$ cat config.mk
export PLATFORM = sky130hd
export DESIGN_NAME = npu_out_writer_flat
export DESIGN_NICKNAME = d
export VERILOG_FILES = /design/src/rtl/npu_pkg.sv /design/src/rtl/npu_out_writer_if.sv /design/src/rtl/npu_out_fifo.sv /design/src/rtl/npu_out_writer.sv /design/src/flat_wrapper.sv
export SDC_FILE = /design/constraint.sdc
export NUM_CORES = 1
export LEC_CHECK = 0
export CAP_MARGIN = 40
export CORE_MARGIN = 2
export CORE_UTILIZATION = 55
export CTS_BUF_LIST = sky130_fd_sc_hd__clkbuf_4 sky130_fd_sc_hd__clkbuf_8 sky130_fd_sc_hd__clkbuf_16
export CTS_CLUSTER_SIZE = 40
export DETAILED_ROUTE_END_ITERATION = 10
export PLACE_DENSITY = 0.75
export SLEW_MARGIN = 5
export SYNTH_ARGS = -nofsm -noshare
export SYNTH_HDL_FRONTEND = slang
export SYNTH_SLANG_ARGS = --single-unit
$ cat constraint.sdc
create_clock -name clk -period 51.9 [get_ports clk]
set_input_delay 12.975 -clock clk [delete_from_list [all_inputs] [get_ports clk]]
set_output_delay 12.975 -clock clk [all_outputs]
set_load 0.05 [all_outputs]
$ cat src/rtl/npu_pkg.sv
// Shared defaults and FSM state encoding for the NPU output write-back stage.
package npu_pkg;

  localparam int DATA_WIDTH  = 8;
  localparam int MAC_IN_NUM  = 9;
  localparam int MAC_OUT_NUM = 18;
  localparam int ADDR_WIDTH  = 16;
  localparam int FIFO_DEPTH  = 8;

  // Write-back sequencing: two beats per result vector, then a one-cycle finish.
  typedef enum logic [1:0] {
    IDLE  = 2'd0,
    BEAT0 = 2'd1,
    BEAT1 = 2'd2,
    FIN   = 2'd3
  } wrState_e;

endpackage

$ cat src/rtl/npu_out_writer_if.sv
// Valid/ready memory-write port into the output feature-map buffer.
interface npu_out_writer_if #(
  parameter int ADDR_WIDTH = npu_pkg::ADDR_WIDTH,
  parameter int WORD_WIDTH = npu_pkg::MAC_IN_NUM * npu_pkg::DATA_WIDTH
);

  logic                  wr_valid;
  logic                  wr_ready;
  logic [ADDR_WIDTH-1:0] wr_addr;
  logic [WORD_WIDTH-1:0] wr_data;

  modport master (output wr_valid, output wr_addr, output wr_data, input wr_ready);
  modport slave  (input wr_valid, input wr_addr, input wr_data, output wr_ready);

endinterface

$ cat src/rtl/npu_out_fifo.sv
// First-word-fall-through FIFO holding complete core result vectors.
// A push into a full FIFO is accepted only when a pop happens in the same cycle.
module npu_out_fifo #(
  parameter int WIDTH = npu_pkg::MAC_OUT_NUM * npu_pkg::DATA_WIDTH,
  parameter int DEPTH = npu_pkg::FIFO_DEPTH
) (
  input  logic                   clk,
  input  logic                   rstn,
  input  logic                   flush,
  input  logic                   push,
  input  logic                   pop,
  input  logic [WIDTH-1:0]       din,
  output logic [WIDTH-1:0]       dout,
  output logic                   full,
  output logic                   empty,
  output logic [$clog2(DEPTH):0] count
);

  localparam int PTR_W = $clog2(DEPTH);

  logic [WIDTH-1:0] mem_q [DEPTH];
  logic [PTR_W-1:0] wrPtr_q;
  logic [PTR_W-1:0] rdPtr_q;
  logic [PTR_W:0]   count_q;
  logic             doPush;
  logic             doPop;

  assign full   = (count_q == (PTR_W+1)'(DEPTH));
  assign empty  = (count_q == '0);
  assign doPop  = pop && !empty;
  assign doPush = push && (!full || doPop);
  assign dout   = mem_q[rdPtr_q];
  assign count  = count_q;

  // Storage array; contents need no reset because occupancy gates every read.
  always_ff @(posedge clk) begin
    if (doPush) begin
      mem_q[wrPtr_q] <= din;
    end
  end

  // Pointers and occupancy; flush discards everything including a same-cycle push.
  always_ff @(posedge clk) begin
    if (!rstn || flush) begin
      wrPtr_q <= '0;
      rdPtr_q <= '0;
      count_q <= '0;
    end else begin
      if (doPush) begin
        wrPtr_q <= wrPtr_q + PTR_W'(1);
      end
      if (doPop) begin
        rdPtr_q <= rdPtr_q + PTR_W'(1);
      end
      count_q <= count_q + (PTR_W+1)'(doPush) - (PTR_W+1)'(doPop);
    end
  end

endmodule

$ cat src/rtl/npu_out_writer.sv
// Write-back stage: buffers non-stallable core result vectors and writes each
// as two half-vector beats, one per channel-group plane.
module npu_out_writer #(
  parameter int MAC_OUT_NUM = npu_pkg::MAC_OUT_NUM,
  parameter int MAC_IN_NUM  = npu_pkg::MAC_IN_NUM,
  parameter int DATA_WIDTH  = npu_pkg::DATA_WIDTH,
  parameter int ADDR_WIDTH  = npu_pkg::ADDR_WIDTH,
  parameter int FIFO_DEPTH  = npu_pkg::FIFO_DEPTH
) (
  input  logic                              clk,
  input  logic                              rstn,
  input  logic [MAC_OUT_NUM*DATA_WIDTH-1:0] core_data_in,
  input  logic                              core_valid_in,
  input  logic                              cfg_start,
  input  logic [ADDR_WIDTH-1:0]             cfg_base_addr,
  input  logic [ADDR_WIDTH-1:0]             cfg_plane_stride,
  input  logic [15:0]                       cfg_pix_num,
  npu_out_writer_if.master                  wr,
  output logic                              stall_req,
  output logic                              busy,
  output logic                              done,
  output logic                              err_overflow,
  output logic                              err_unexpected
);

  import npu_pkg::*;

  localparam int VEC_W  = MAC_OUT_NUM * DATA_WIDTH;
  localparam int HALF_W = MAC_IN_NUM * DATA_WIDTH;
  localparam int CNT_W  = $clog2(FIFO_DEPTH) + 1;

  wrState_e              state_q;
  wrState_e              state_d;
  logic [15:0]           pixCnt_q;
  logic [15:0]           pixCnt_d;
  logic [15:0]           pixNum_q;
  logic [ADDR_WIDTH-1:0] base_q;
  logic [ADDR_WIDTH-1:0] stride_q;
  logic                  errOverflow_q;
  logic                  errUnexpected_q;
  logic                  stallReq_q;

  logic                  wrValid;
  logic [ADDR_WIDTH-1:0] wrAddr;
  logic [HALF_W-1:0]     wrData;

  logic                  fifoPush;
  logic                  fifoPop;
  logic                  fifoFlush;
  logic                  pushAccept;
  logic                  overflowEvt;
  logic [VEC_W-1:0]      fifoDout;
  logic                  fifoFull;
  logic                  fifoEmpty;
  logic [CNT_W-1:0]      fifoCount;
  logic [CNT_W-1:0]      fifoCountNext;

  npu_out_fifo #(
    .WIDTH (VEC_W),
    .DEPTH (FIFO_DEPTH)
  ) u_fifo (
    .clk   (clk),
    .rstn  (rstn),
    .flush (fifoFlush),
    .push  (fifoPush),
    .pop   (fifoPop),
    .din   (core_data_in),
    .dout  (fifoDout),
    .full  (fifoFull),
    .empty (fifoEmpty),
    .count (fifoCount)
  );

  // The core cannot stall, so every vector arriving mid-tile is offered to the FIFO.
  assign fifoPush    = core_valid_in && (state_q != IDLE);
  assign pushAccept  = fifoPush && (!fifoFull || fifoPop);
  assign overflowEvt = fifoPush && fifoFull && !fifoPop;

  // Next-state, beat selection and address generation; the head stays put until BEAT1 completes.
  always_comb begin
    state_d   = state_q;
    pixCnt_d  = pixCnt_q;
    wrValid   = 1'b0;
    wrAddr    = '0;
    wrData    = '0;
    fifoPop   = 1'b0;
    fifoFlush = 1'b0;
    case (state_q)
      IDLE: begin
        if (cfg_start) begin
          pixCnt_d = '0;
          state_d  = (cfg_pix_num == 16'd0) ? FIN : BEAT0;
        end
      end
      BEAT0: begin
        wrValid = !fifoEmpty;
        if (wrValid) begin
          wrData = fifoDout[HALF_W-1:0];
          wrAddr = base_q + ADDR_WIDTH'(pixCnt_q);
        end
        if (wrValid && wr.wr_ready) begin
          state_d = BEAT1;
        end
      end
      BEAT1: begin
        wrValid = 1'b1;
        wrData  = fifoDout[HALF_W +: HALF_W];
        wrAddr  = base_q + stride_q + ADDR_WIDTH'(pixCnt_q);
        if (wr.wr_ready) begin
          fifoPop  = 1'b1;
          pixCnt_d = pixCnt_q + 16'd1;
          state_d  = (pixCnt_q == pixNum_q - 16'd1) ? FIN : BEAT0;
        end
      end
      FIN: begin
        fifoFlush = 1'b1;
        state_d   = IDLE;
      end
      default: state_d = IDLE;
    endcase
  end

  // Occupancy after this cycle, so stall_req lands one cycle after the push that caused it.
  always_comb begin
    fifoCountNext = '0;
    if (!fifoFlush) begin
      fifoCountNext = fifoCount + CNT_W'(pushAccept) - CNT_W'(fifoPop);
    end
  end

  // State, tile configuration and pixel counter.
  always_ff @(posedge clk) begin
    if (!rstn) begin
      state_q  <= IDLE;
      pixCnt_q <= '0;
      pixNum_q <= '0;
      base_q   <= '0;
      stride_q <= '0;
    end else begin
      state_q  <= state_d;
      pixCnt_q <= pixCnt_d;
      if (state_q == IDLE && cfg_start) begin
        pixNum_q <= cfg_pix_num;
        base_q   <= cfg_base_addr;
        stride_q <= cfg_plane_stride;
      end
    end
  end

  // Sticky error flags (cleared by a new tile) and the registered stall request.
  always_ff @(posedge clk) begin
    if (!rstn) begin
      errOverflow_q   <= 1'b0;
      errUnexpected_q <= 1'b0;
      stallReq_q      <= 1'b0;
    end else begin
      if (state_q == IDLE && cfg_start) begin
        errOverflow_q   <= 1'b0;
        errUnexpected_q <= 1'b0;
      end
      if (overflowEvt) begin
        errOverflow_q <= 1'b1;
      end
      if (state_q == IDLE && core_valid_in) begin
        errUnexpected_q <= 1'b1;
      end
      stallReq_q <= (fifoCountNext >= CNT_W'(FIFO_DEPTH - 2));
    end
  end

  assign wr.wr_valid    = wrValid;
  assign wr.wr_addr     = wrAddr;
  assign wr.wr_data     = wrData;
  assign stall_req      = stallReq_q;
  assign busy           = (state_q != IDLE);
  assign done           = (state_q == FIN);
  assign err_overflow   = errOverflow_q;
  assign err_unexpected = errUnexpected_q;

endmodule

$ cat src/flat_wrapper.sv
// flat-port wrapper written by rule: the top's interface ports become plain ports
module npu_out_writer_flat import npu_pkg::*;
#(
  parameter int MAC_OUT_NUM = npu_pkg::MAC_OUT_NUM,
  parameter int MAC_IN_NUM  = npu_pkg::MAC_IN_NUM,
  parameter int DATA_WIDTH  = npu_pkg::DATA_WIDTH,
  parameter int ADDR_WIDTH  = npu_pkg::ADDR_WIDTH,
  parameter int FIFO_DEPTH  = npu_pkg::FIFO_DEPTH
)
  (clk, rstn, core_data_in, core_valid_in, cfg_start, cfg_base_addr, cfg_plane_stride, cfg_pix_num, stall_req, busy, done, err_overflow, err_unexpected, wr_wr_valid, wr_wr_addr, wr_wr_data, wr_wr_ready);
  npu_out_writer_if #(.ADDR_WIDTH(ADDR_WIDTH), .WORD_WIDTH((MAC_IN_NUM * DATA_WIDTH))) wr_i ();
  input  logic clk;
  input  logic rstn;
  input  logic [MAC_OUT_NUM*DATA_WIDTH-1:0] core_data_in;
  input  logic core_valid_in;
  input  logic cfg_start;
  input  logic [ADDR_WIDTH-1:0] cfg_base_addr;
  input  logic [ADDR_WIDTH-1:0] cfg_plane_stride;
  input  logic [15:0] cfg_pix_num;
  output logic stall_req;
  output logic busy;
  output logic done;
  output logic err_overflow;
  output logic err_unexpected;
  output wire logic [$bits(wr_i.wr_valid)-1:0] wr_wr_valid;
  output wire logic [$bits(wr_i.wr_addr)-1:0] wr_wr_addr;
  output wire logic [$bits(wr_i.wr_data)-1:0] wr_wr_data;
  input wire logic [$bits(wr_i.wr_ready)-1:0] wr_wr_ready;
  assign wr_wr_valid = wr_i.wr_valid;
  assign wr_wr_addr = wr_i.wr_addr;
  assign wr_wr_data = wr_i.wr_data;
  assign wr_i.wr_ready = wr_wr_ready;
  npu_out_writer #(.MAC_OUT_NUM(MAC_OUT_NUM), .MAC_IN_NUM(MAC_IN_NUM), .DATA_WIDTH(DATA_WIDTH), .ADDR_WIDTH(ADDR_WIDTH), .FIFO_DEPTH(FIFO_DEPTH)) u_core (.clk(clk), .rstn(rstn), .core_data_in(core_data_in), .core_valid_in(core_valid_in), .cfg_start(cfg_start), .cfg_base_addr(cfg_base_addr), .cfg_plane_stride(cfg_plane_stride), .cfg_pix_num(cfg_pix_num), .wr(wr_i), .stall_req(stall_req), .busy(busy), .done(done), .err_overflow(err_overflow), .err_unexpected(err_unexpected));
endmodule
* After elaboration in Yosys (flattened, before gate mapping)
Memory sizes are Yosys's and may differ from the RTL's. A register that Yosys moved wholly into a read port is not among the register bits. Index checks and enable logic that the tools add are counted.
Word-level totals: register bits after elaboration 79, bits in writable memories 1152, input bits 197, output and inout bits 94, logic and storage cells 82, memories kept 1
Memories:
- u_core.u_fifo.mem_q | depth 8, width 144, rd ports 1, clocked after memory_dff 1, write ports 1, line npu_out_fifo.sv:21 | logic [WIDTH-1:0] mem_q [DEPTH];
Operators by class: add/sub/neg operators 11, order comparisons 1, equality and inequality tests 8, mux-type cells 25, reductions and logical operators 25
Operators with widths (count):
- one-hot mux 72 bit (2 select lines) | 1
- 2-to-1 mux 72 bit | 1
- one-hot mux 16 bit (2 select lines) | 2
- adder 16 bit | 3
- 2-to-1 mux 16 bit | 3
- adder 16 x 1 -> 16 bit (second input constant) | 1
- == test 16 bit | 1
- zero test 16 bit | 1
- subtractor 16 x 1 -> 16 bit (second input constant) | 1
- 2-to-1 mux 2 bit | 5
- logical AND 1 bit | 9
- adder 4 x 1 -> 4 bit | 2
- 2-to-1 mux 1 bit | 8
- one-hot mux 2 bit (4 select lines) | 1
- nonzero test 2 bit | 4
- subtractor 4 x 1 -> 4 bit | 2
- adder 3 x 1 -> 3 bit (second input constant) | 2
- 2-to-1 mux 3 bit | 2
- AND reduction 3 bit | 2
- == test 2 bit (second input constant) | 2
- == test 4 bit (second input constant) | 1
- >= comparator 4 x 3 -> 1 bit (second input constant) | 1
- zero test 1 bit | 4
- zero test 4 bit | 1
- other kinds (7) | 10

* Depth between registers and ports, before layout
depth in word-level cells 8, gate-level depth with buffers 13, mapped depth without buffers 12

* Hierarchy
From an unflattened synthesis, not the netlist that was laid out.
Unflattened totals: cells, all modules 2571, area total of the unflattened synthesis 50294.5 µm²
By module, submodules not included:
- npu_out_fifo | times used 1, cells each 1747, area each 43925.9 µm², sequential area each 34853.4 µm²
- npu_out_writer | times used 1, cells each 824, area each 6368.6 µm², sequential area each 1381.3 µm²

* Worst setup path after synthesis
No wires, ideal clock.
kind in2reg, from input port wr_wr_ready, to memory u_core.u_fifo.mem_q[0][0] (netlist bit), enable pin, library setup time 1.002 ns, data arrival time 27.237 ns, data required time 50.898 ns, path slack 23.661 ns, cell stages on the path 4, buffers on the path 0, path through nand2_1 a21oi_1 o21ai_1 nor4_1
On the way: longest elaborated chain between the ends 7
RTL lines:
- from (decl) | line flat_wrapper.sv:28 | input wire logic [$bits(wr_i.wr_ready)-1:0] wr_wr_ready;
- 2-to-1 mux 1 bit | line npu_out_writer.sv:109 | if (wr.wr_ready) begin
- 2-to-1 mux 1 bit | line npu_out_writer.sv:88 | case (state_q)
- logical AND 1 bit | line npu_out_fifo.sv:30 | assign doPop = pop && !empty;
- logical OR 1 bit | line npu_out_fifo.sv:31 | assign doPush = push && (!full || doPop);
- logical AND 1 bit | line npu_out_fifo.sv:31
- 2-to-1 mux 1 bit | line npu_out_fifo.sv:37 | if (doPush) begin
- 2-to-1 mux 1 bit (implied by the code) | line npu_out_fifo.sv:38 | mem_q[wrPtr_q] <= din;
- to (decl) | line npu_out_fifo.sv:21
Every way passes these cells.

==> run metrics <==
Critical Path Fanout Max=36; Ys Warns=0; Synth area leader=edfxtp_1; via density per instance=6.057; DP HPWL=roughly 66000 um; die span in x=between 300 and 400 um; Pleak=0.01849 uW; Syn Area/Cell=a little under 20 um^2; global-route met2 utilization=0.4077; most frequent CP cell=buf_4; Antenna Nets Post-Route=0; Resized cells post-CTS=0; fin. max-slew vios=0; clock latency on the worst-skew pair=~700 ps; Seq/Total Area, Yosys=0.7266; first-pass GRT wire length=between 150000 and 200000 um; Layout Area Growth over Synthesis=17.57%; Max-slew headroom=0.2847; most common library cell in the layout ignoring fill and taps=edfxtp_1; Die ar.=just over 90000 um^2; detailed router's first-iteration violation count=about 2200; Post-synth top flop=edfxtp_1; TritonCTS clock tree=yes; CP cell instances=buf_4 -> buf_4 -> buf_12 -> mux4_2 -> mux2_2 -> nand2_1 -> o21ai_1 -> and2_1 -> clkdlybuf4s50_1; most frequent cells in the layout=edfxtp_1 (1152), clkdlybuf4s50_1 (290), mux4_2 (288); buffer and inverter count on the worst path=4; root buf cell=clkbuf_16; CTS Buf Count=~120; pwr/cell area=roughly 41 nW/um^2; Post-synth EDFFs=between 1000 and 1500; Worst-path clk slew=~60 ps; Fmax=roughly 56 MHz; post-route setup TNS=0 ps; Core ar.=around 90000 um^2; FF-to-FF path depth=12; gpl congestion=~0.89; RSZ-0062 raised after global routing=false; min Tclk post-route=about 18000 ps; post-layout net count=3204; met3 Usage GRT=0.04645; Worst Setup Start Kind=register; Worst Skew=21.10 ps; data required time of the critical path=38920 ps; htree depth=3; post-route setup slack=34060 ps; wirelength, routed=about 110000 um; Max Buffers Root-to-Sink=3; grt met1 use=0.3268; Worst path slowest cell=clkdlybuf4s50_1; FP Rows=110; family with the most delay on the worst path=buffers and inverters; Die Y-Extent=305.1 um; port bufs=290; Initial Util=0.5549; top cells by area, synth=edfxtp_1 (69%), mux4_2 (13%), dfxtp_1 (3.3%); period utilisation layout=0.3438; DR pass1 iterations=5; GR Overflow Total=0; DR WL/cell=approximately 27 um; Hold Crit Depth=2; flops & latches, synth=about 1200; # IOs=around 290; Setup CP Type=register to output port; post-CTS setup buffer count=0; Post-Synthesis Cells=approximately 2600; CTS Sinks=1234; pin count of the biggest net entering global routing=around 150; slowest stage delay, CP=around 700 ps; Synth Net Count=~2900; layout cells sized above 1=0.2103; hold buffers post-CTS=0; Post-Syn Area=49870 um^2; DRC viols=0; Cell variety after synth=between 60 and 70; top-area cell type share of the netlist area=0.6937; critical path arrival=slightly below 5000 ps; max cap viols=0; vias in the first global route=26740; Max VDD drop=between 30 and 40 uV; status=completed; Slew @ Worst Pin=roughly 1100 ps; worst hold-check path type=register to register; initial antenna violation count=22; number of failing hold endpoints at the final stage=0; pre-CTS setup slack=between 30000 and 40000 ps; Total GRT Usage=0.2426; Setup Viol. Count Final=0; vias post-DR=25620; asr flop ratio synth=0; kind of end point of the critical path=output port; gr busiest metal=met2; CP Depth=9
per-stage QoR:
stage / utilization / instances / power, uW / instance area, um^2 / hold slack [ps]
CTS: 0.6521 / 4219 / 2440 / 58610 / 486.8
global placement: 0.6024 / 3974 / 1581 / 54140 / 476.4
global route: 0.6523 / 4227 / 2510 / 58630 / 529.3
detailed placement: 0.6096 / 3999 / 1603 / 54780 / 475.0
finish: 0.6524 / 4229 / 2421 / 58630 / 486.7
floorplan: - / 2594 / 1459 / 49870 / 455.1
worst reg2reg max path, delay by kind of cell (launching register included):
kind | cells | cell delay (ps)
adder cells (fa/ha/maj) | 1 | 450
flip-flops | 1 | 460
buffers and inverters | 6 | 2340
AND/OR/NAND/NOR | 3 | 1080
AO/OA/AOI/OAI | 2 | 930
flip-flops by register name (all words and copies together), names as in the netlist, named ones only:
register	count
u_core.u_fifo.mem_q	1152
u_core.u_fifo.rdPtr_q	3
u_core.pixCnt_q	16
u_core.base_q	16
u_core.u_fifo.count	4
u_core.err_overflow	1
u_core.u_fifo.wrPtr_q	3
u_core.err_unexpected	1
u_core.state_q	2
u_core.pixNum_q	16
u_core.stall_req	1
u_core.stride_q	16
layout make-up:
cell class              instances  area [um^2]
flip-flops and latches       1234        36250
fillers                      5894        31240
multi-input cells            1213        13110
repair buffers                356         3879
clock buffers                 151         3224
well taps                    1176         1471
clock inverters                69        598.1
inverters                      20        75.07
diodes                         10        25.02
synth_stat cells (all sizes together) (2+ instances only):
cell type and instances:
a2111oi 4, a211oi 5, a21boi 50, a21o 15
a21oi 25, a22oi 11, a31oi 6, and2 77
and3 6, and4 5, buf 50, clkbuf 77
dfxtp 82, edfxtp 1152, fa 19, ha 44
inv 20, mux2 72, mux2i 75, mux4 288
nand2 205, nand2b 7, nand3 10, nand3b 2
nand4 11, nor2 46, nor2b 15, nor3 6
nor3b 3, nor4 5, nor4b 3, o2111ai 2
o21a 4, o21ai 94, o21bai 2, o22ai 7
o31ai 3, or2 2, or3 4, xnor2 36
xor2 32
per-layer routing:
layer	routed length, um	share of wire
met1	46040	0.41
met2	56520	0.50
met5	182	0.0016
met4	2487	0.022
met3	6936	0.062
path summary, 6_finish.rpt:
path                startpoint                         end  slack (ps)
min          u_core.base_q[15]           u_core.base_q[15]         490
max                   register               wr_wr_data[0]       34060
min reg2reg  u_core.base_q[15]           u_core.base_q[15]         490
max reg2reg  u_core.state_q[1]  u_core.u_fifo.mem_q[7][15]       46270
cells by family after synthesis:
group / share of synthesized area
AND/OR/NAND/NOR: 0.03919
AO/OA/AOI/OAI: 0.03031
flip-flops: 0.7266
XOR/XNOR: 0.01194
multiplexers: 0.1614
buffers and inverters: 0.01187
adder cells (fa/ha/maj): 0.01867
report_power, final:
group | internal, uW | leakage, uW | switching (uW) | total [uW]
Sequential | 1140 | 0.0111 | 21.6 | 1160
Combinational | 160 | 0.00552 | 257 | 418
Clock | 479 | 0.00191 | 361 | 840
No activity file was read; power rests on OpenSTA's default activity.
